--- config.mk ---
export PLATFORM = sky130hd
export DESIGN_NAME = jstk_spi_responder_flat
export DESIGN_NICKNAME = d
export VERILOG_FILES = /design/src/rtl/jstk_spi_responder_if.sv /design/src/rtl/jstk_spi_responder.sv /design/src/flat_wrapper.sv
export SDC_FILE = /design/constraint.sdc
export NUM_CORES = 1
export LEC_CHECK = 0
export BUFFER_PORTS_ARGS = -buffer_cell sky130_fd_sc_hd__buf_4
export CAP_MARGIN = 30
export CORE_AREA = 2 2 73 92
export DETAILED_ROUTE_END_ITERATION = 6
export DIE_AREA = 0 0 75 94
export PLACE_DENSITY_LB_ADDON = 0.1
export SLEW_MARGIN = 20
export SYNTH_ARGS = -nofsm -noshare
export SYNTH_HDL_FRONTEND = slang
export SYNTH_SLANG_ARGS = --single-unit
export TNS_END_PERCENT = 50
--- constraint.sdc ---
create_clock -name CLK -period 2.4 [get_ports CLK]
set_clock_uncertainty 0.2 [all_clocks]
set_input_delay 0.48 -clock CLK [delete_from_list [all_inputs] [get_ports CLK]]
set_output_delay 0.48 -clock CLK [all_outputs]
set_load 0.03 [all_outputs]
--- src/rtl/jstk_spi_responder_if.sv ---
// SPI pin bundle between the joystick initiator and the responder.
// The initiator drives CS_n/SCK/MOSI; the responder drives MISO.
interface jstk_spi_responder_if;
    logic CS_n;
    logic SCK;
    logic MOSI;
    logic MISO;

    modport master (
        output CS_n,
        output SCK,
        output MOSI,
        input  MISO
    );

    modport slave (
        input  CS_n,
        input  SCK,
        input  MOSI,
        output MISO
    );
endinterface

--- src/rtl/jstk_spi_responder.sv ---
// SPI mode-0 responder that emulates the PMOD 2-axis joystick.
// Snapshots x_pos/y_pos/buttons at the CS_n fall and shifts the 5-byte
// report out on MISO, capturing the first received byte as cmd_byte.
// Optional build macro: JSTK_LED_CMD_EN enables the LED command decode
// (cmd_byte[7:2] == 6'b100000 sets led to cmd_byte[1:0] on a good frame).
//
// state | meaning
// IDLE  | waiting for CS_n falling edge; MISO=0, busy=0
// SHIFT | frame in progress; shifting on synchronized SCK edges
module jstk_spi_responder #(
    parameter int SYNC_STAGES = 2,   // at least 2
    parameter int FRAME_BYTES = 5
) (
    input  logic                 CLK,
    input  logic                 RST,
    jstk_spi_responder_if.slave  spi,
    input  logic [9:0]           x_pos,
    input  logic [9:0]           y_pos,
    input  logic [2:0]           buttons,
    output logic [7:0]           cmd_byte,
    output logic                 cmd_valid,
    output logic                 busy,
    output logic                 frame_done,
    output logic                 frame_err,
    output logic [1:0]           led
);

    localparam int         FRAME_BITS   = FRAME_BYTES * 8;
    localparam logic [5:0] FRAME_BITS_C = 6'(FRAME_BITS);
    localparam logic [5:0] CNT_MAX      = 6'd63;

    typedef enum logic {
        IDLE  = 1'b0,
        SHIFT = 1'b1
    } state_t;

    state_t state, state_nxt;

    logic [SYNC_STAGES-1:0] cs_sync;
    logic [SYNC_STAGES-1:0] sck_sync;
    logic [SYNC_STAGES-1:0] mosi_sync;
    logic                   cs_d;
    logic                   sck_d;

    logic cs_s, sck_s, mosi_s;
    logic cs_fall, cs_rise, sck_rise, sck_fall;

    logic        load_frame;
    logic        rx_en;
    logic        tx_en;
    logic        end_frame;

    logic [39:0] tx_sr;
    logic [6:0]  rx_sr;
    logic [5:0]  bit_cnt;

    // Synchronizers and edge-history flops. Left unreset on purpose so a
    // CS_n already held low through reset does not look like a fresh edge.
    always_ff @(posedge CLK) begin
        cs_sync   <= {cs_sync[SYNC_STAGES-2:0], spi.CS_n};
        sck_sync  <= {sck_sync[SYNC_STAGES-2:0], spi.SCK};
        mosi_sync <= {mosi_sync[SYNC_STAGES-2:0], spi.MOSI};
        cs_d      <= cs_sync[SYNC_STAGES-1];
        sck_d     <= sck_sync[SYNC_STAGES-1];
    end

    assign cs_s     = cs_sync[SYNC_STAGES-1];
    assign sck_s    = sck_sync[SYNC_STAGES-1];
    assign mosi_s   = mosi_sync[SYNC_STAGES-1];
    assign cs_fall  = cs_d & ~cs_s;
    assign cs_rise  = ~cs_d & cs_s;
    assign sck_rise = ~sck_d & sck_s;
    assign sck_fall = sck_d & ~sck_s;

    // State register.
    always_ff @(posedge CLK) begin
        if (RST) begin
            state <= IDLE;
        end else begin
            state <= state_nxt;
        end
    end

    // Next-state and datapath strobes; a CS_n rise masks any SCK edge in the same cycle.
    always_comb begin
        state_nxt  = state;
        load_frame = 1'b0;
        rx_en      = 1'b0;
        tx_en      = 1'b0;
        end_frame  = 1'b0;
        case (state)
            IDLE: begin
                if (cs_fall) begin
                    load_frame = 1'b1;
                    state_nxt  = SHIFT;
                end
            end
            SHIFT: begin
                if (cs_rise) begin
                    end_frame = 1'b1;
                    state_nxt = IDLE;
                end else if (sck_rise) begin
                    rx_en = 1'b1;
                end else if (sck_fall) begin
                    tx_en = 1'b1;
                end
            end
            default: state_nxt = IDLE;
        endcase
    end

    // Shift registers, bit counter, command capture and frame status pulses.
    always_ff @(posedge CLK) begin
        if (RST) begin
            tx_sr      <= '0;
            rx_sr      <= '0;
            bit_cnt    <= '0;
            cmd_byte   <= '0;
            cmd_valid  <= 1'b0;
            frame_done <= 1'b0;
            frame_err  <= 1'b0;
        end else begin
            cmd_valid  <= 1'b0;
            frame_done <= 1'b0;
            frame_err  <= 1'b0;
            if (load_frame) begin
                tx_sr   <= {x_pos[7:0], 6'b0, x_pos[9:8],
                            y_pos[7:0], 6'b0, y_pos[9:8],
                            5'b0, buttons};
                bit_cnt <= '0;
            end
            if (rx_en) begin
                rx_sr <= {rx_sr[5:0], mosi_s};
                if (bit_cnt != CNT_MAX) begin
                    bit_cnt <= bit_cnt + 6'd1;
                end
                // Eighth bit arriving now: only the first byte is ever captured.
                if (bit_cnt == 6'd7) begin
                    cmd_byte  <= {rx_sr, mosi_s};
                    cmd_valid <= 1'b1;
                end
            end
            // Zeros shift in behind the report, so extra clocks read MISO=0.
            if (tx_en) begin
                tx_sr <= {tx_sr[38:0], 1'b0};
            end
            if (end_frame) begin
                if (bit_cnt == FRAME_BITS_C) begin
                    frame_done <= 1'b1;
                end else begin
                    frame_err <= 1'b1;
                end
            end
        end
    end

    assign spi.MISO = (state == SHIFT) ? tx_sr[39] : 1'b0;
    assign busy     = (state == SHIFT);

`ifdef JSTK_LED_CMD_EN
    logic [1:0] led_q;

    // LED command decode, applied only when a frame completes cleanly.
    always_ff @(posedge CLK) begin
        if (RST) begin
            led_q <= 2'b00;
        end else if (frame_done && (cmd_byte[7:2] == 6'b100000)) begin
            led_q <= cmd_byte[1:0];
        end
    end

    assign led = led_q;
`else
    assign led = 2'b00;
`endif

endmodule

--- src/flat_wrapper.sv ---
// flat-port wrapper written by rule: the top's interface ports become plain ports
module jstk_spi_responder_flat 
#(
    parameter int SYNC_STAGES = 2,                
    parameter int FRAME_BYTES = 5
)
  (CLK, RST, x_pos, y_pos, buttons, cmd_byte, cmd_valid, busy, frame_done, frame_err, led, spi_CS_n, spi_SCK, spi_MOSI, spi_MISO);
  jstk_spi_responder_if spi_i ();
  input  logic CLK;
  input  logic RST;
  input  logic [9:0] x_pos;
  input  logic [9:0] y_pos;
  input  logic [2:0] buttons;
  output logic [7:0] cmd_byte;
  output logic cmd_valid;
  output logic busy;
  output logic frame_done;
  output logic frame_err;
  output logic [1:0] led;
  input wire logic [$bits(spi_i.CS_n)-1:0] spi_CS_n;
  input wire logic [$bits(spi_i.SCK)-1:0] spi_SCK;
  input wire logic [$bits(spi_i.MOSI)-1:0] spi_MOSI;
  output wire logic [$bits(spi_i.MISO)-1:0] spi_MISO;
  assign spi_i.CS_n = spi_CS_n;
  assign spi_i.SCK = spi_SCK;
  assign spi_i.MOSI = spi_MOSI;
  assign spi_MISO = spi_i.MISO;
  jstk_spi_responder #(.SYNC_STAGES(SYNC_STAGES), .FRAME_BYTES(FRAME_BYTES)) u_core (.CLK(CLK), .RST(RST), .spi(spi_i), .x_pos(x_pos), .y_pos(y_pos), .buttons(buttons), .cmd_byte(cmd_byte), .cmd_valid(cmd_valid), .busy(busy), .frame_done(frame_done), .frame_err(frame_err), .led(led));
endmodule
==> run metrics <==
Area growth syn-to-layout 18.56%; Site Rows 32; Worst Tran Pin Value between 0.6 and 0.7 ns; largest net degree at the start of global routing 66; number of distinct library cells after synthesis 38; Detailed Route WL roughly 5600 um; post-route ant nets 0; status complete, no violations; largest area contributor in the synthesized netlist dfxtp_1; gpl congestion slightly above 0.7; total CTS buffers 9; setup TNS 0 ns; Layout fillers ~600; clock power share 0.435; Residual DRC 0; via-per-instance ratio around 5.2; first-pass GRT wire length 9446 um; top cell type's share of synthesized area 0.5161; dpl cells between 400 and 500; syn_area_per_cell roughly 8.7 sq um; Top Layer Used met4; # resized after CTS 0; min Tclk post-route 2.014 ns; initial core utilization 0.4622; io pins 43; Num Clock Sinks between 70 and 80; core area between 6000 and 7000 sq um; Worst-path clk slew about 0.07 ns; Place WS between 0.3 and 0.4 ns; synthesized flop and latch total 73; Post-Synthesis Cell Area about 2800 sq um; Clk Latency, worst-skew pair 0.34 ns; CTS Hold Bufs 0; peak supply drop 0.4196 mV; MaxCap Viol Count 0; Die Y approximately 94 um; DR WL met3 between 200 and 300 um; Switching Power between 500 and 600 uW; total number of vias approximately 2300; CTS tree built; Worst EP required 2.40 ns; CP endpoint kind flip-flop; unrepaired setup endpoints after global routing no; Worst Path Max Fanout 8; HP Class primary input to flip-flop; Final WS setup a little under 0.4 ns; Power Dens Cells 734.9 nW/um^2; met2 WL post-DR 2750 um; vias in the first global route around 2200; Tot Pwr ~2500 uW; Setup Fix Bufs, Post-CTS 0; Worst setup SP type flip-flop; DR WL/cell 12.56 um; Antenna Cells 0; Worst slew margin 0.5565; leakage between 0.001 and 0.0015 uW; register area share after synthesis 0.5161; Synth Flop Type dfxtp_1; hpwl dp 3458 um; Tcrit/Tclk final 0.8394; fmax 496.4 MHz; Critical Path AT around 2.0 ns; Final Hold Vio Count 0; root buffer cell clkbuf_8; placed inst area 3128 sq um; DRT iter0 DRCs about 110; Mapped Cells 325; Max Slew Vio Count 0; die width 75 um; critical path class flip-flop to flip-flop; final setup fails 0; drt first pass iters 4; Met1 Routed Length 2465 um; Finished Layout Cells between 400 and 500; CTS Buffer Depth 2; combinational fraction of design power 0.056; gr ovfl total 0; PortBufs 40; sequential power share 0.510; fraction of registers with async set/reset 0; Sw Ratio 0.2137; Final Instance Area ~3400 sq um; Final Net Count 382; synth top area cells dfxtp_1, a21oi_1, nand2_1; Syn. warnings 0; Die Footprint around 7100 sq um; initial antenna violation count 0; GRT Total Usage 0.1743; # H-tree levels 3; Post-synth EDFFs 0; share of cells above drive strength 1 0.1933; Int Pwr 1940 uW
## cell usage in the layout (no fill, tap or decap), types with 2 or more instances in the layout
cell	Yosys	routed
dfxtp_1	73	73
nor2_1	3	3
nand2_1	58	58
or3b_2	2	2
o21ai_0	8	8
nand3_1	29	29
clkbuf_8	0	11
a21oi_1	59	59
a41oi_2	2	2
buf_4	5	45
bufinv_16	0	2
nor4_1	2	2
conb_1	1	2
nor3_1	3	3
inv_1	4	4
and2_1	2	2
ha_1	2	2
nand4_1	2	2
nand2b_1	3	3
o21bai_1	2	2
a22oi_1	22	22
or3_1	3	3
## path summary, 6_finish.rpt
kind | from | endpoint | slack, ns | depth (start not counted)
setup / recovery | u_core.bit_cnt[0]$_SDFF_PP0_ | u_core.cmd_byte[6]$_SDFFE_PP0P_ | 0.39 | 5
hold / removal | spi_SCK | u_core.sck_sync[0]$_DFF_P_ | 0.04 | 1
setup reg to reg | u_core.bit_cnt[0]$_SDFF_PP0_ | u_core.cmd_byte[6]$_SDFFE_PP0P_ | 0.39 | 5
hold reg to reg | u_core.mosi_sync[0]$_DFF_P_ | u_core.mosi_sync[1]$_DFF_P_ | 0.13 | 0
## worst max-delay path, stage by stage (launching register included)
cell     delay, ns
dfxtp_1       0.38
ha_1          0.28
nand2_1       0.17
or4_1         0.55
o21ai_0       0.22
a21oi_1       0.08
## metal layers
metal | up-vias | track usage
met5 | - | 0
met4 | 0 | 0.08929
met3 | 5 | 0.05150
met2 | 43 | 0.2858
met1 | 1074 | 0.2008
li1 | 1194 | -
## cells in the mapped netlist, types with 2 or more instances
cell and n:
a21oi_1 59, a22oi_1 22, a41oi_2 2, and2_1 2, buf_2 15, buf_4 5, clkbuf_1 9, dfxtp_1 73
ha_1 2, inv_1 4, nand2_1 58, nand2b_1 3, nand3_1 29, nand4_1 2, nor2_1 3, nor3_1 3
nor4_1 2, o21ai_0 8, o21bai_1 2, or3_1 3, or3b_2 2
## kinds of logic after synthesis
kind of cell	Yosys count	share of synthesized area
AOI/OAI and AO/OA	99	0.2134
adders and majority gates	2	0.008836
buffers and inverters	34	0.05877
DFF	73	0.5161
muxes	1	0.003535
other	1	0.001324
and+or+nand+nor	115	0.1980
## power by group through the flow
| stage | Clock, uW | Sequential (uW) | Combinational [uW] |
|---|---|---|---|
| global placement | 0 | 1280 | 137 |
| detailed placement | 0 | 1290 | 139 |
| global route | 1160 | 1260 | 152 |
| CTS | 1110 | 1260 | 139 |
| floorplan | 0 | 1280 | 89.2 |
| finish | 1070 | 1260 | 137 |
## layout make-up
| type | instances | area [sq um] | area share |
|---|---|---|---|
| inverters | 4 | 15.01 | 0.004473 |
| well taps | 85 | 106.4 | 0.03168 |
| repair buffers | 45 | 337.8 | 0.1006 |
| clock buffers | 12 | 155.1 | 0.04622 |
| flip-flops and latches | 73 | 1461 | 0.4353 |
| clock inverters | 4 | 73.82 | 0.02199 |
| multi-input cells | 219 | 1207 | 0.3597 |
## registers in the layout, summed over array words and instances, names as in the netlist, 2 cells and up
name              cells
u_core.rx_sr          7
u_core.mosi_sync      2
u_core.cs_sync        2
u_core.tx_sr         40
u_core.sck_sync       2
u_core.bit_cnt        6
u_core.cmd_byte       8
## stage by stage
step | hold WS (ns) | util
finish | 0.03630 | 0.5480
detailed placement | 0.1121 | 0.5106
global route | 0.01471 | 0.5480
floorplan | 0.1096 | -
CTS | 0.01521 | 0.5480
global placement | 0.1104 | 0.5106
(Power assumes the default switching activity.)
